`config.mk`:
```
export PLATFORM = sky130hd
export DESIGN_NAME = ex_csa_accum_seq
export DESIGN_NICKNAME = d
export VERILOG_FILES = /design/src/rtl/ex_csa_pkg.sv /design/src/rtl/ex_csa_row.sv /design/src/rtl/ex_csa_accum_seq.sv
export SDC_FILE = /design/constraint.sdc
export NUM_CORES = 1
export LEC_CHECK = 0
export CELL_PAD_IN_SITES_DETAIL_PLACEMENT = 1
export CELL_PAD_IN_SITES_GLOBAL_PLACEMENT = 1
export CORE_MARGIN = 3
export CORE_UTILIZATION = 47
export CTS_CLUSTER_DIAMETER = 200
export DETAILED_ROUTE_END_ITERATION = 8
export PLACE_DENSITY_LB_ADDON = 0.1
export SYNTH_ARGS = -nofsm -noshare
export SYNTH_HDL_FRONTEND = slang
export SYNTH_SLANG_ARGS = --single-unit
```
`constraint.sdc`:
```
create_clock -name clock -period 6.7 [get_ports clock]
set_input_delay 1.005 -clock clock [delete_from_list [all_inputs] [get_ports clock]]
set_output_delay 1.005 -clock clock [all_outputs]
set_load 0.05 [all_outputs]
```
`src/rtl/ex_csa_pkg.sv`:
```
// Shared definitions for the carry-save accumulator slice.
package ex_csa_pkg;

   typedef enum logic [1:0] {
      ACCUM   = 2'd0,
      RESOLVE = 2'd1,
      OUTPUT  = 2'd2
   } stateT;

   localparam int DEF_WIDTH = 32;
   localparam int DEF_CHUNK = 16;

   localparam logic [7:0] COUNT_MAX = 8'd255;

endpackage

```
`src/rtl/ex_csa_row.sv`:
```
// Combinational 3:2 carry-save row: sumVec + carryVec == a + b + c (mod 2^WIDTH).
module ex_csa_row
   import ex_csa_pkg::*;
#(
   parameter int WIDTH = DEF_WIDTH
) (
   input  logic [WIDTH-1:0] a,
   input  logic [WIDTH-1:0] b,
   input  logic [WIDTH-1:0] c,
   output logic [WIDTH-1:0] sumVec,
   output logic [WIDTH-1:0] carryVec
);

   logic [WIDTH-1:0] maj;

   for (genvar g = 0; g < WIDTH / 2; g++) begin : gCell
      assign sumVec[2*g +: 2] = a[2*g +: 2] ^ b[2*g +: 2] ^ c[2*g +: 2];
      assign maj[2*g +: 2]    = (a[2*g +: 2] & b[2*g +: 2])
                              | (a[2*g +: 2] & c[2*g +: 2])
                              | (b[2*g +: 2] & c[2*g +: 2]);
   end

   if (WIDTH % 2 != 0) begin : gTail
      assign sumVec[WIDTH-1] = a[WIDTH-1] ^ b[WIDTH-1] ^ c[WIDTH-1];
      assign maj[WIDTH-1]    = (a[WIDTH-1] & b[WIDTH-1]) | (a[WIDTH-1] & c[WIDTH-1])
                             | (b[WIDTH-1] & c[WIDTH-1]);
   end

   // Majority of the top bit falls off: the pair is only valid mod 2^WIDTH.
   assign carryVec = maj << 1;

endmodule

```
`src/rtl/ex_csa_accum_seq.sv`:
```
// Carry-save group accumulator; the redundant sum is resolved one CHUNK slice per cycle.
module ex_csa_accum_seq
   import ex_csa_pkg::*;
#(
   parameter int WIDTH = DEF_WIDTH,
   parameter int CHUNK = DEF_CHUNK
) (
   input  logic             clock,
   input  logic             reset,
   input  logic             in_valid,
   output logic             in_ready,
   input  logic [WIDTH-1:0] in_data,
   input  logic             in_last,
   input  logic             abort,
   output logic             out_valid,
   input  logic             out_ready,
   output logic [WIDTH-1:0] out_data,
   output logic [7:0]       out_count
);

   localparam int NCHUNK = WIDTH / CHUNK;
   localparam int IDXW   = (NCHUNK > 1) ? $clog2(NCHUNK) : 1;

   stateT            state;
   stateT            stateNext;
   logic [WIDTH-1:0] sumReg;
   logic [WIDTH-1:0] carryReg;
   logic [WIDTH-1:0] rowSum;
   logic [WIDTH-1:0] rowCarry;
   logic [WIDTH-1:0] result;
   logic [7:0]       count;
   logic [IDXW-1:0]  chunkIdx;
   logic             chunkCarry;
   logic             accept;
   logic             lastChunk;
   logic [CHUNK:0]   sliceAdd;

   ex_csa_row #(.WIDTH(WIDTH)) uRow (
      .a        (sumReg),
      .b        (carryReg),
      .c        (in_data),
      .sumVec   (rowSum),
      .carryVec (rowCarry)
   );

   assign accept    = in_valid && in_ready;
   assign lastChunk = (chunkIdx == IDXW'(NCHUNK - 1));
   assign sliceAdd  = {1'b0, sumReg[chunkIdx*CHUNK +: CHUNK]}
                    + {1'b0, carryReg[chunkIdx*CHUNK +: CHUNK]}
                    + {{CHUNK{1'b0}}, chunkCarry};

   assign out_data  = result;
   assign out_count = count;

   always_comb begin
      stateNext = state;
      in_ready  = 1'b0;
      out_valid = 1'b0;
      case (state)
         ACCUM: begin
            in_ready = 1'b1;
            if (accept && in_last) stateNext = RESOLVE;
         end
         RESOLVE: begin
            if (lastChunk) stateNext = OUTPUT;
         end
         OUTPUT: begin
            out_valid = 1'b1;
            if (out_ready) stateNext = ACCUM;
         end
         default: stateNext = ACCUM;
      endcase
      if (abort) stateNext = ACCUM;
   end

   always_ff @(posedge clock or negedge reset) begin
      if (!reset) begin
         state      <= ACCUM;
         sumReg     <= '0;
         carryReg   <= '0;
         count      <= '0;
         result     <= '0;
         chunkIdx   <= '0;
         chunkCarry <= 1'b0;
      end else begin
         state <= stateNext;
         if (abort) begin
            sumReg     <= '0;
            carryReg   <= '0;
            count      <= '0;
            result     <= '0;
            chunkIdx   <= '0;
            chunkCarry <= 1'b0;
         end else begin
            case (state)
               ACCUM: begin
                  chunkIdx   <= '0;
                  chunkCarry <= 1'b0;
                  if (accept) begin
                     sumReg   <= rowSum;
                     carryReg <= rowCarry;
                     count    <= (count == COUNT_MAX) ? count : count + 8'd1;
                  end
               end
               RESOLVE: begin
                  // Carry out of the top slice wraps away and is cleared again in ACCUM.
                  result[chunkIdx*CHUNK +: CHUNK] <= sliceAdd[CHUNK-1:0];
                  chunkCarry                      <= sliceAdd[CHUNK];
                  chunkIdx                        <= lastChunk ? '0 : chunkIdx + 1'b1;
               end
               OUTPUT: begin
                  if (out_ready) begin
                     sumReg   <= '0;
                     carryReg <= '0;
                     count    <= '0;
                  end
               end
               default: ;
            endcase
         end
      end
   end

endmodule

```
==> summary.md <==
| Metric | Value |
|---|---|
| Status | completed |
| Layout cells sized above 1 | 8.683% |
| Top-Level Pins | 80 |
| Initial Utilization | 49.46% |
| # hold bufs at CTS | 0 |
| MaxCap Viol Count | 0 |
| Seq/Total Area, Yosys | 43.97% |
| Die W | 119.8 microns |
| Worst-Margin Slew | 1.198 ns |
| Synth Cell Area | 6090 sq um |
| Startpoint type of the worst setup path | register |
| Max-Slew Margin vs Limit | 19.81% |
| Core area | 12,310 sq um |
| Antenna violations before repair | 0 |
| Post-CTS Repair Setup Buffers | 0 |
| GRT overflow | 0 |
| Clock buffer depth | 2 |
| Routability cong. | 0.7952 |
| Clock skew | 0.01295 ns |
| NumNets Final | 774 |
| Vias per inst | 5.697 |
| Syn Nets | 710 |
| Unrepaired setup endpoints after global routing | false |
| Post-place setup slack | 3.243 ns |
| GRT Max-Usage Layer | met2 |
| Syn avg cell area | 9.775 sq um |
| Post-CTS Resized | 0 |
| Vias | 4,894 |
| Height of the die | 119.8 microns |
| CTS tree | yes |
| Power per cell area | 257.5 nW/um^2 |
| Setup violators final | 0 |
| Seq cells post-synth | 107 |
| Most frequent cells in the layout | 154 x nand2_1, 107 x dfrtp_1, 78 x clkdlybuf4s50_1 |
| Commonest non-fill, non-tap cell in the layout | nand2_1 |
| Area Overhead vs Synth | 19.97% |
| TNS Setup | 0 ns |
| Final Max Tran Viols | 0 |
| Gr usage total | 24.36% |
| CTS Sinks | 107 |
| Worst Path Required | 6.94 ns |
| Fillers | 1,388 |
| Antenna Violating Nets Remaining | 0 |
| Design Area, Final | 7306 sq um |
| First DRT Iteration DRCs | 203 |
| Yosys cell types | 48 |
| Post-DP Area | 7015 sq um |
| Final period utilization | 48.19% |
| First-pass GRT wire length | 27,810 microns |
| TritonCTS Buffers | 9 |
| Clk root buf | clkbuf_16 |
| GR Util met3 | 4.288% |
| Die area | 14,360 sq um |
| Hold Fails Final Rpt | 0 |
| DP HPWL | 11,960 microns |
| Lkg Pwr | 3.526 nW |
| Met1 Use GR | 31.31% |
| Worst-path clk slew | 0.07 ns |
| Main synth FF type | dfrtp_1 |
| Hold Crit Class | reg -> reg |
| Met2 Usage GRT | 42.13% |
| Yosys warns | 0 |
| Setup crit end | out_data[15]$_DFFE_PN0P_ |
| Clk Latency, worst-skew pair | 0.36 ns |
| Max Clk Rate | 309.7 MHz |
| R2r endpoint | out_data[15]$_DFFE_PN0P_ |
| R2r worst-path depth | 9 |
| Async SR Flop Fraction | 100.0% |
| Port Buffer Count | 79 |
| Largest net degree at the start of global routing | 66 |
| Setup slack, reg-to-reg | 3.47 ns |
| DRT Wirelength | 16,630 microns |
| ANT cells | 0 |
| Worst ir drop on vdd | 121.4 uV |
| Post-route DRC | 0 |
| Number of global-route vias before repair | 5,427 |
| EDFF count, synth | 0 |
| Fin crit period | 3.229 ns |
| CP Capture Type | register |
| Crit-path max FO | 38 |
| Worst reg2reg startpoint | chunkIdx$_DFFE_PN0P_ |
| H-tree depth | 3 |
| DR WL/cell | 19.36 microns |
| DR pass1 iterations | 5 |
| Crit path DAT | 3.46 ns |
| Cells after Synth | 623 |
| Setup CP Type | reg -> reg |
| Worst setup margin | 3.471 ns |
| Critical Path Source | chunkIdx$_DFFE_PN0P_ |
| Row count | 40 |
==> cells in the mapped netlist, drive strengths merged (3+ instances only) <==
cell | count | area (sq um)
a22oi | 4 | 30.03
o21ai | 32 | 160.2
nor3 | 6 | 30.03
nand2b | 10 | 70.06
and3 | 4 | 25.02
ha | 17 | 212.7
clkbuf | 12 | 47.55
mux2i | 8 | 80.08
xor2 | 5 | 43.79
nand2 | 154 | 578.1
xnor2 | 5 | 43.79
nor2 | 28 | 105.1
or3 | 3 | 18.77
nand3 | 67 | 335.3
a21oi | 15 | 78.83
mux2 | 29 | 330.3
buf | 21 | 92.58
a21o | 5 | 37.54
o31ai | 3 | 22.52
fa | 32 | 640.6
inv | 9 | 33.78
nor2b | 3 | 18.77
a221o | 4 | 41.29
a31oi | 5 | 31.28
a22o | 18 | 157.7
dfrtp | 107 | 2678
nand4 | 3 | 18.77
==> where the power goes <==
part           internal, mW  leakage (nW)  total [mW]  switching (mW)
Combinational         0.212          1.94       0.543           0.330
Clock                 0.289         0.142       0.532           0.244
Sequential            0.723          1.45       0.807          0.0834
==> per-stage QoR <==
stage	std cells	util (%)	hold slack, ns	power (mW)
2_1_floorplan	623	-	0.4391	1.154
4_1_cts	859	59.34	0.4961	1.895
6_report	859	59.34	0.4899	1.882
5_1_grt	859	59.34	0.5278	2.000
3_5_place_dp	844	56.98	0.4809	1.358
3_3_place_gp	844	56.98	0.4625	1.319
==> sequential cells by signal, summed over array words and instances (netlist names) <==
register    cells
out_count       8
state           2
carryReg       31
chunkCarry      1
out_data       32
sumReg         32
chunkIdx        1
==> cell families after synthesis <==
kind of cell / Yosys count / share of synthesized area [%]
simple gates: 282 / 20.14
flops: 107 / 43.97
compound gates: 96 / 10.85
fa+ha+maj: 49 / 14.01
buf+inv: 42 / 2.856
mux: 37 / 6.739
xor+xnor: 10 / 1.438
==> metal layers <==
layer  wire length (microns)  vias up
met5                       0        -
met4                     294        0
met1                    7311     2493
met3                     652       24
li1                        -     2268
met2                    8367      109
==> final cells by class <==
cell class / count / area, sq um / area share, %
clock buffers: 9 / 225.2 / 3.083
clock inverters: 6 / 65.06 / 0.8906
inverters: 9 / 33.78 / 0.4624
multi-input cells: 474 / 3253 / 44.53
flip-flops and latches: 107 / 2678 / 36.65
well taps: 168 / 210.2 / 2.877
repair buffers: 86 / 840.8 / 11.51
==> worst max-delay path, stage by stage (launching register included) <==
cell and delay, ns:
dfrtp_1 0.33, buf_4 0.42, mux2_2 0.39, ha_1 0.38
a21o_1 0.24, a31oi_1 0.29, a211oi_2 0.14, nor2_1 0.22
mux2_4 0.33, a221o_1 0.35
==> how the worst min path moves through the flow <==
| stage | depth (start not counted) | endpoint | slack (ns) | startpoint |
|---|---|---|---|---|
| after floorplan | 1 | sumReg[31]$_DFFE_PN0P_ | 0.44 | sumReg[31]$_DFFE_PN0P_ |
| after global placement | 2 | out_data[1]$_DFFE_PN0P_ | 0.46 | out_data[1]$_DFFE_PN0P_ |
| after detailed placement | 2 | out_data[16]$_DFFE_PN0P_ | 0.48 | out_data[16]$_DFFE_PN0P_ |
| after CTS | 2 | out_data[16]$_DFFE_PN0P_ | 0.50 | out_data[16]$_DFFE_PN0P_ |
| after global routing | 2 | out_data[16]$_DFFE_PN0P_ | 0.53 | out_data[16]$_DFFE_PN0P_ |
| final | 2 | out_data[16]$_DFFE_PN0P_ | 0.49 | out_data[16]$_DFFE_PN0P_ |
Power figures use the tool's default switching activity.
